<file path="src/rtl/rvfi_trace_pkg.sv">
// rtl/rvfi_trace_pkg.sv - shared constants, record types and byte-mask helpers for the commit tracer
package rvfi_trace_pkg;

    localparam int XLEN            = 32;
    localparam int NREG            = 32;
    localparam int MEMW_BITS       = 6;
    localparam int NUM_LEGAL_MASKS = 7;

    // Byte masks a well-formed RV32 access can produce: single bytes, aligned halves, full word.
    localparam logic [3:0] LEGAL_MASKS [NUM_LEGAL_MASKS] =
        '{4'b0001, 4'b0010, 4'b0100, 4'b1000, 4'b0011, 4'b1100, 4'b1111};

    typedef struct packed {
        logic            valid;
        logic [XLEN-1:0] inst;
        logic [XLEN-1:0] pc;
    } commit_rec_t;

    typedef struct packed {
        logic                 valid;
        logic [XLEN-1:0]      addr;
        logic [MEMW_BITS-1:0] width;
        logic [XLEN-1:0]      data;
    } mem_rec_t;

    // An empty mask means "no access" and is never an error.
    function automatic logic mask_is_legal(input logic [3:0] mask);
        logic ok;
        ok = (mask == 4'b0000);
        for (int i = 0; i < NUM_LEGAL_MASKS; i++) begin
            if (mask == LEGAL_MASKS[i]) begin
                ok = 1'b1;
            end
        end
        return ok;
    endfunction

    function automatic logic [XLEN-1:0] mask_bytes(input logic [3:0] mask);
        return {{8{mask[3]}}, {8{mask[2]}}, {8{mask[1]}}, {8{mask[0]}}};
    endfunction

endpackage

</file>
<file path="src/rtl/rvfi_commit_tracer_if.sv">
// rtl/rvfi_commit_tracer_if.sv - per-retire RVFI bundle from the core into the tracer
interface rvfi_commit_tracer_if;
    import rvfi_trace_pkg::*;

    logic            rvfi_valid;
    logic [XLEN-1:0] rvfi_insn;
    logic [XLEN-1:0] rvfi_pc_rdata;
    logic [XLEN-1:0] rvfi_pc_wdata;
    logic            rvfi_trap;
    logic [4:0]      rvfi_rd_addr;
    logic [XLEN-1:0] rvfi_rd_wdata;
    logic [XLEN-1:0] rvfi_mem_addr;
    logic [3:0]      rvfi_mem_rmask;
    logic [3:0]      rvfi_mem_wmask;
    logic [XLEN-1:0] rvfi_mem_rdata;
    logic [XLEN-1:0] rvfi_mem_wdata;

    modport master (
        output rvfi_valid, rvfi_insn, rvfi_pc_rdata, rvfi_pc_wdata, rvfi_trap,
               rvfi_rd_addr, rvfi_rd_wdata, rvfi_mem_addr, rvfi_mem_rmask,
               rvfi_mem_wmask, rvfi_mem_rdata, rvfi_mem_wdata
    );

    modport slave (
        input  rvfi_valid, rvfi_insn, rvfi_pc_rdata, rvfi_pc_wdata, rvfi_trap,
               rvfi_rd_addr, rvfi_rd_wdata, rvfi_mem_addr, rvfi_mem_rmask,
               rvfi_mem_wmask, rvfi_mem_rdata, rvfi_mem_wdata
    );

endinterface

</file>
<file path="src/rtl/rvfi_mask_decode.sv">
// rtl/rvfi_mask_decode.sv - byte mask to lowest lane, access width in bits and legality
module rvfi_mask_decode
    import rvfi_trace_pkg::*;
(
    input  logic [3:0]           mask,
    output logic [1:0]           lo,
    output logic [MEMW_BITS-1:0] width,
    output logic                 legal
);

    logic [2:0] pop;

    // lowest set lane, byte count scaled to bits; malformed masks report width 0
    always_comb begin
        lo = 2'd0;
        if (mask[0]) begin
            lo = 2'd0;
        end else if (mask[1]) begin
            lo = 2'd1;
        end else if (mask[2]) begin
            lo = 2'd2;
        end else if (mask[3]) begin
            lo = 2'd3;
        end
        pop   = {2'b00, mask[0]} + {2'b00, mask[1]} + {2'b00, mask[2]} + {2'b00, mask[3]};
        legal = mask_is_legal(mask);
        width = legal ? {pop, 3'b000} : '0;
    end

endmodule

</file>
<file path="src/rtl/rvfi_commit_tracer.sv">
// rtl/rvfi_commit_tracer.sv - RVFI retire stream to commit/state/event/memory trace; TRACER_CSR_EN adds trap CSR outputs
module rvfi_commit_tracer
    import rvfi_trace_pkg::*;
#(
    parameter logic [XLEN-1:0] RESET_PC   = 32'h0000_0000,
    parameter logic [XLEN-1:0] TRAP_CAUSE = 32'd2
) (
    input  logic                 clock,
    input  logic                 reset,
    rvfi_commit_tracer_if.slave  rvfi,
    output logic                 instCommit_valid,
    output logic [XLEN-1:0]      instCommit_inst,
    output logic [XLEN-1:0]      instCommit_pc,
    output logic [NREG*XLEN-1:0] result_regs,
    output logic [XLEN-1:0]      result_pc,
    output logic                 event_valid,
    output logic [XLEN-1:0]      event_cause,
    output logic [XLEN-1:0]      event_exceptionPC,
    output logic [XLEN-1:0]      event_exceptionInst,
    output logic                 mem_read_valid,
    output logic [XLEN-1:0]      mem_read_addr,
    output logic [MEMW_BITS-1:0] mem_read_memWidth,
    output logic [XLEN-1:0]      mem_read_data,
    output logic                 mem_write_valid,
    output logic [XLEN-1:0]      mem_write_addr,
    output logic [MEMW_BITS-1:0] mem_write_memWidth,
    output logic [XLEN-1:0]      mem_write_data,
    output logic                 protocol_err
`ifdef TRACER_CSR_EN
    ,
    output logic [XLEN-1:0]      result_csr_mepc,
    output logic [XLEN-1:0]      result_csr_mcause,
    output logic [XLEN-1:0]      result_csr_mtval
`endif
);

    logic [1:0]           rd_lo, wr_lo;
    logic [MEMW_BITS-1:0] rd_width, wr_width;
    logic                 rd_legal, wr_legal;
    logic                 trap_now;
    logic                 retire_err;
    mem_rec_t             rd_next, wr_next;

    commit_rec_t                   commit_q;
    mem_rec_t                      rd_q, wr_q;
    logic                          ev_valid_q;
    logic [XLEN-1:0]               ev_cause_q, ev_pc_q, ev_inst_q;
    logic [NREG-1:0][XLEN-1:0]     shadow_regs;
    logic [XLEN-1:0]               pc_q;
    logic                          err_q;

    rvfi_mask_decode u_rd_decode (
        .mask  (rvfi.rvfi_mem_rmask),
        .lo    (rd_lo),
        .width (rd_width),
        .legal (rd_legal)
    );

    rvfi_mask_decode u_wr_decode (
        .mask  (rvfi.rvfi_mem_wmask),
        .lo    (wr_lo),
        .width (wr_width),
        .legal (wr_legal)
    );

    // next memory records: a trapped instruction never reports an access
    always_comb begin
        trap_now      = rvfi.rvfi_valid & rvfi.rvfi_trap;
        retire_err    = rvfi.rvfi_valid &
                        ((rvfi.rvfi_pc_rdata[1:0] != 2'b00) | !rd_legal | !wr_legal);
        rd_next.valid = rvfi.rvfi_valid & !rvfi.rvfi_trap & (rvfi.rvfi_mem_rmask != 4'b0000);
        rd_next.addr  = rvfi.rvfi_mem_addr + {30'd0, rd_lo};
        rd_next.width = rd_width;
        rd_next.data  = (rvfi.rvfi_mem_rdata & mask_bytes(rvfi.rvfi_mem_rmask)) >> {rd_lo, 3'b000};
        wr_next.valid = rvfi.rvfi_valid & !rvfi.rvfi_trap & (rvfi.rvfi_mem_wmask != 4'b0000);
        wr_next.addr  = rvfi.rvfi_mem_addr + {30'd0, wr_lo};
        wr_next.width = wr_width;
        wr_next.data  = (rvfi.rvfi_mem_wdata & mask_bytes(rvfi.rvfi_mem_wmask)) >> {wr_lo, 3'b000};
    end

    // one-cycle retire capture: valids pulse, payloads and shadow state hold between retires
    always_ff @(posedge clock or posedge reset) begin
        if (reset) begin
            commit_q    <= '0;
            rd_q        <= '0;
            wr_q        <= '0;
            ev_valid_q  <= 1'b0;
            ev_cause_q  <= '0;
            ev_pc_q     <= '0;
            ev_inst_q   <= '0;
            shadow_regs <= '0;
            pc_q        <= RESET_PC;
            err_q       <= 1'b0;
        end else begin
            commit_q.valid <= rvfi.rvfi_valid;
            ev_valid_q     <= trap_now;
            rd_q.valid     <= rd_next.valid;
            wr_q.valid     <= wr_next.valid;
            err_q          <= err_q | retire_err;
            if (rvfi.rvfi_valid) begin
                commit_q.inst <= rvfi.rvfi_insn;
                commit_q.pc   <= rvfi.rvfi_pc_rdata;
                pc_q          <= rvfi.rvfi_pc_wdata;
                if (!rvfi.rvfi_trap && rvfi.rvfi_rd_addr != 5'd0) begin
                    shadow_regs[rvfi.rvfi_rd_addr] <= rvfi.rvfi_rd_wdata;
                end
            end
            if (trap_now) begin
                ev_cause_q <= TRAP_CAUSE;
                ev_pc_q    <= rvfi.rvfi_pc_rdata;
                ev_inst_q  <= rvfi.rvfi_insn;
            end
            if (rd_next.valid) begin
                rd_q <= rd_next;
            end
            if (wr_next.valid) begin
                wr_q <= wr_next;
            end
        end
    end

`ifdef TRACER_CSR_EN
    // trap CSRs land in the same cycle as event_valid
    always_ff @(posedge clock or posedge reset) begin
        if (reset) begin
            result_csr_mepc   <= '0;
            result_csr_mcause <= '0;
            result_csr_mtval  <= '0;
        end else if (trap_now) begin
            result_csr_mepc   <= rvfi.rvfi_pc_rdata;
            result_csr_mcause <= TRAP_CAUSE;
            result_csr_mtval  <= rvfi.rvfi_insn;
        end
    end
`endif

    assign instCommit_valid    = commit_q.valid;
    assign instCommit_inst     = commit_q.inst;
    assign instCommit_pc       = commit_q.pc;
    assign result_regs         = shadow_regs;
    assign result_pc           = pc_q;
    assign event_valid         = ev_valid_q;
    assign event_cause         = ev_cause_q;
    assign event_exceptionPC   = ev_pc_q;
    assign event_exceptionInst = ev_inst_q;
    assign mem_read_valid      = rd_q.valid;
    assign mem_read_addr       = rd_q.addr;
    assign mem_read_memWidth   = rd_q.width;
    assign mem_read_data       = rd_q.data;
    assign mem_write_valid     = wr_q.valid;
    assign mem_write_addr      = wr_q.addr;
    assign mem_write_memWidth  = wr_q.width;
    assign mem_write_data      = wr_q.data;
    assign protocol_err        = err_q;

endmodule
</file>
<file path="src/flat_wrapper.sv">
// flat-port wrapper written by rule: the top's interface ports become plain ports
module rvfi_commit_tracer_flat import rvfi_trace_pkg::*;
#(
    parameter logic [XLEN-1:0] RESET_PC   = 32'h0000_0000,
    parameter logic [XLEN-1:0] TRAP_CAUSE = 32'd2
)
  (clock, reset, instCommit_valid, instCommit_inst, instCommit_pc, result_regs, result_pc, event_valid, event_cause, event_exceptionPC, event_exceptionInst, mem_read_valid, mem_read_addr, mem_read_memWidth, mem_read_data, mem_write_valid, mem_write_addr, mem_write_memWidth, mem_write_data, protocol_err, rvfi_rvfi_valid, rvfi_rvfi_insn, rvfi_rvfi_pc_rdata, rvfi_rvfi_pc_wdata, rvfi_rvfi_trap, rvfi_rvfi_rd_addr, rvfi_rvfi_rd_wdata, rvfi_rvfi_mem_addr, rvfi_rvfi_mem_rmask, rvfi_rvfi_mem_wmask, rvfi_rvfi_mem_rdata, rvfi_rvfi_mem_wdata);
  rvfi_commit_tracer_if rvfi_i ();
  input  logic clock;
  input  logic reset;
  output logic instCommit_valid;
  output logic [XLEN-1:0] instCommit_inst;
  output logic [XLEN-1:0] instCommit_pc;
  output logic [NREG*XLEN-1:0] result_regs;
  output logic [XLEN-1:0] result_pc;
  output logic event_valid;
  output logic [XLEN-1:0] event_cause;
  output logic [XLEN-1:0] event_exceptionPC;
  output logic [XLEN-1:0] event_exceptionInst;
  output logic mem_read_valid;
  output logic [XLEN-1:0] mem_read_addr;
  output logic [MEMW_BITS-1:0] mem_read_memWidth;
  output logic [XLEN-1:0] mem_read_data;
  output logic mem_write_valid;
  output logic [XLEN-1:0] mem_write_addr;
  output logic [MEMW_BITS-1:0] mem_write_memWidth;
  output logic [XLEN-1:0] mem_write_data;
  output logic protocol_err;
  input wire logic [$bits(rvfi_i.rvfi_valid)-1:0] rvfi_rvfi_valid;
  input wire logic [$bits(rvfi_i.rvfi_insn)-1:0] rvfi_rvfi_insn;
  input wire logic [$bits(rvfi_i.rvfi_pc_rdata)-1:0] rvfi_rvfi_pc_rdata;
  input wire logic [$bits(rvfi_i.rvfi_pc_wdata)-1:0] rvfi_rvfi_pc_wdata;
  input wire logic [$bits(rvfi_i.rvfi_trap)-1:0] rvfi_rvfi_trap;
  input wire logic [$bits(rvfi_i.rvfi_rd_addr)-1:0] rvfi_rvfi_rd_addr;
  input wire logic [$bits(rvfi_i.rvfi_rd_wdata)-1:0] rvfi_rvfi_rd_wdata;
  input wire logic [$bits(rvfi_i.rvfi_mem_addr)-1:0] rvfi_rvfi_mem_addr;
  input wire logic [$bits(rvfi_i.rvfi_mem_rmask)-1:0] rvfi_rvfi_mem_rmask;
  input wire logic [$bits(rvfi_i.rvfi_mem_wmask)-1:0] rvfi_rvfi_mem_wmask;
  input wire logic [$bits(rvfi_i.rvfi_mem_rdata)-1:0] rvfi_rvfi_mem_rdata;
  input wire logic [$bits(rvfi_i.rvfi_mem_wdata)-1:0] rvfi_rvfi_mem_wdata;
  assign rvfi_i.rvfi_valid = rvfi_rvfi_valid;
  assign rvfi_i.rvfi_insn = rvfi_rvfi_insn;
  assign rvfi_i.rvfi_pc_rdata = rvfi_rvfi_pc_rdata;
  assign rvfi_i.rvfi_pc_wdata = rvfi_rvfi_pc_wdata;
  assign rvfi_i.rvfi_trap = rvfi_rvfi_trap;
  assign rvfi_i.rvfi_rd_addr = rvfi_rvfi_rd_addr;
  assign rvfi_i.rvfi_rd_wdata = rvfi_rvfi_rd_wdata;
  assign rvfi_i.rvfi_mem_addr = rvfi_rvfi_mem_addr;
  assign rvfi_i.rvfi_mem_rmask = rvfi_rvfi_mem_rmask;
  assign rvfi_i.rvfi_mem_wmask = rvfi_rvfi_mem_wmask;
  assign rvfi_i.rvfi_mem_rdata = rvfi_rvfi_mem_rdata;
  assign rvfi_i.rvfi_mem_wdata = rvfi_rvfi_mem_wdata;
  rvfi_commit_tracer #(.RESET_PC(RESET_PC), .TRAP_CAUSE(TRAP_CAUSE)) u_core (.clock(clock), .reset(reset), .rvfi(rvfi_i), .instCommit_valid(instCommit_valid), .instCommit_inst(instCommit_inst), .instCommit_pc(instCommit_pc), .result_regs(result_regs), .result_pc(result_pc), .event_valid(event_valid), .event_cause(event_cause), .event_exceptionPC(event_exceptionPC), .event_exceptionInst(event_exceptionInst), .mem_read_valid(mem_read_valid), .mem_read_addr(mem_read_addr), .mem_read_memWidth(mem_read_memWidth), .mem_read_data(mem_read_data), .mem_write_valid(mem_write_valid), .mem_write_addr(mem_write_addr), .mem_write_memWidth(mem_write_memWidth), .mem_write_data(mem_write_data), .protocol_err(protocol_err));
endmodule
</file>
<file path="config.mk">
export PLATFORM = sky130hd
export DESIGN_NAME = rvfi_commit_tracer_flat
export DESIGN_NICKNAME = d
export VERILOG_FILES = /design/src/rtl/rvfi_trace_pkg.sv /design/src/rtl/rvfi_commit_tracer_if.sv /design/src/rtl/rvfi_mask_decode.sv /design/src/rtl/rvfi_commit_tracer.sv /design/src/flat_wrapper.sv
export SDC_FILE = /design/constraint.sdc
export NUM_CORES = 2
export LEC_CHECK = 0
export ABC_CLOCK_PERIOD_IN_PS = 60000
export CAP_MARGIN = 20
export CORE_AREA = 2 2 620 622
export CTS_CLUSTER_DIAMETER = 40
export DETAILED_ROUTE_END_ITERATION = 6
export DIE_AREA = 0 0 622 624
export PLACE_DENSITY_LB_ADDON = 0.12
export SLEW_MARGIN = 25
export SYNTH_ARGS = -nofsm -noshare
export SYNTH_HDL_FRONTEND = slang
export SYNTH_SLANG_ARGS = --single-unit
</file>
<file path="constraint.sdc">
create_clock -name clock -period 60 [get_ports clock]
set_input_delay 12 -clock clock [delete_from_list [all_inputs] [get_ports clock]]
set_output_delay 12 -clock clock [all_outputs]
set_load 0.05 [all_outputs]
</file>
==> reports/results.ini <==
[setup_path]
cp_common_cell=buf_4
slowest_delay_ns=0.84
required_ns=60.86
crit_family=buffers and inverters
cp_cell_sequence=clkdlybuf4s50_1, inv_8, buf_12, buf_4, buf_4, buf_12, buf_4, buf_4
cp-start-kind=input pin
cp.buffers_inverters=8
path_class=input pin to asynchronous set/reset pin
arrival_ns=17.81
critPathMaxFanout=133
cp-end-kind=asynchronous set/reset pin
critical-path-slowest-cell=buf_4

[pwr]
power_density_nw_per_um2=44.9
vdd_drop_max_uv=19.9
leakage_uw=0.0363

[route]
drt_iter0_markers=1580
dr.pass1.iters=7
viasPerCell=3.46
num_vias=36300
ant_nets=0
drc=2
wl_per_cell_um=26.9
routed_wl_um=281000

[floorplanning]
die-area_um2=388000
num_rows=227
die_x_um=622
dieHeight_um=624
core_region_area_um2=381000
ioPinCount=1602
start_util=0.135

[synthesis]
async_reset_ff_frac=1.00
synth_area_leaders=dfrtp_1, mux2_2, nand2_1
syn-cell-area_um2=51600
synthCells=3466
avgSynthCellArea_um2=14.9
synth_flop_cell=dfrtp_1
synth_seq_area_share=0.642
synth_cell_types=49
yosysTopAreaCell=dfrtp_1
synth-seq-cells=1324
synth.most_common_cell=dfrtp_1
yosys_warnings=0
synth_edf_count=0
synth_commonest_cells=dfrtp_1, mux2_2, nand2_1
synth_top_area_frac=0.642

[placed_design]
io_buffers=1564
pre_cts_ws_ns=41.95
hpwl_um=203000
gp_congestion=0.762
post-place-cells=9859

[global_route]
grt_max_degree=152
grt_pass1_vias=39100
overflow=0
groute.usage.overall=0.140
grt_pass1_wl_um=373000
antenna_found_initial=65

[cells_and_area]
drive_above_1_share=0.336
fin_cells=10500
fin_nets=5416
syn_to_final_growth_pct=62.9

[timing]
finalHoldViolations=0
period_share=0.283
setup_viol=0
slew_headroom=0.329
fin_crit_ns=16.95
grt_setup_unrepaired=no
worst_pin_slew_ns=1.01
fmax_mhz=59.0
slew_viol_final=0
skew_ns=0
setup_tns_ns=0
layout_setup_ws_ns=43.05

[status]
violations=design-rule violations
status=finished, violations left

[min_path]
hold_path_class=register to register

[clock_tree]
worstSkewPairLatency_ns=0.86
cts_hold_buffers=0
clkTransAtPathRegs_ns=0.04
htree_levels=5
cts_tree=done
clock_sinks=1324
root_buffer=clkbuf_16
cts_resized=0
cts_setup_buffers=0
cts_buffers=334
cts_max_path_buffers=4

[flow_run]
drv_cap=0

==> where the power goes <==
group | leakage [µW] | total (µW) | internal [µW] | switching (µW)
registers | 0.0172 | 1070 | 1010 | 60.6
clock network | 0.00542 | 1780 | 1200 | 586
logic | 0.0136 | 921 | 286 | 635
total | 0.0363 | 3770 | 2490 | 1280
==> kinds of logic (layout without fill, tap and decap cells) <==
| logic type | Yosys count | after routing | share of synthesized area |
|---|---|---|---|
| xor+xnor | 60 | 60 | 0.0102 |
| simple gates | 361 | 361 | 0.0339 |
| fa+ha+maj | 18 | 18 | 0.00495 |
| mux | 1168 | 1168 | 0.255 |
| other cells | 1 | 53 | 0.0000727 |
| flops | 1324 | 1324 | 0.642 |
| compound gates | 184 | 184 | 0.0221 |
| buf+inv | 350 | 2264 | 0.0322 |
==> stage by stage <==
step | total power (µW) | hold slack, ns | util | area [µm²]
after detailed placement | 2020 | 0.364 | 0.191 | 72900
after global routing | 3930 | 0.386 | 0.220 | 84000
after CTS | 3850 | 0.374 | 0.220 | 84000
final | 3770 | 0.371 | 0.221 | 84100
after global placement | 2020 | 0.364 | 0.191 | 72900
after floorplan | 1620 | 0.739 | - | 51700
==> per-layer routing <==
layer | vias to the layer above | global-route usage | share of wire
li1 | 15500 | - | -
met1 | 18900 | 0.143 | 0.35
met2 | 1410 | 0.264 | 0.53
met3 | 436 | 0.0554 | 0.087
met4 | 14 | 0.0361 | 0.027
met5 | - | 0 | 0.00027
==> layout make-up <==
type                    count  area, µm²
flip-flops and latches   1324      33100
repair buffers           1651      16300
clock inverters           120       1550
multi-input cells        1828      17100
clock buffers             475       9570
diodes                     16       40.0
inverters                  18       75.1
fillers                 40600     297000
well taps                5038       6300
==> worst paths after layout <==
kind	from	endpoint	slack (ns)	cells after the start
worst max-delay path	reset	u_core.result_regs[656]$_DFFE_PP0P_	43.05	8
worst min-delay path	u_core.result_regs[21]$_DFFE_PP0P_	u_core.result_regs[21]$_DFFE_PP0P_	0.37	0
worst max register to register	u_core.event_exceptionPC[25]$_DFFE_PP0P_	u_core.event_exceptionPC[25]$_DFFE_PP0P_	59.13	1
worst min register to register	u_core.result_regs[21]$_DFFE_PP0P_	u_core.result_regs[21]$_DFFE_PP0P_	0.37	0
max in group clock	rvfi_rvfi_mem_rmask[3]	u_core.mem_read_addr[16]$_DFFE_PP0P_	44.84	11
min in group asynchronous	reset	u_core.result_regs[665]$_DFFE_PP0P_	11.68	2
==> state kept, by name, summed over array words and instances (netlist names), 32 cells and up <==
name	count
u_core.result_regs	1024
u_core.event_exceptionInst	32
u_core.event_exceptionPC	32
u_core.instCommit_inst	32
u_core.instCommit_pc	32
u_core.mem_read_addr	32
u_core.mem_read_data	32
u_core.mem_write_addr	32
u_core.mem_write_data	32
u_core.result_pc	32
==> cells in the final DEF, fill, tap and decap left out, types with 8 or more instances in the layout <==
cell             count
nand2_4             10
nand2_2              8
clkinv_2            60
clkdlybuf4s50_1   1537
bufinv_16           22
nand4_1              9
o21ai_1             13
conb_1              37
nor2_1              51
xor2_1              41
inv_1               17
a22oi_1             16
clkinvlp_4          16
diode_2             16
buf_4               83
nor2_4              16
mux2_2            1135
a222oi_1            16
a21oi_1             39
a22o_1              17
clkbuf_1            80
mux2_1              17
dfrtp_1           1324
clkinv_16            9
buf_2               24
mux2i_1             16
clkbuf_8            55
nand2_1            178
xnor2_1             19
o21ai_0             70
ha_1                14
nand3_1             31
clkbuf_16          340
Note: power is estimated with default switching activity, not from simulation.
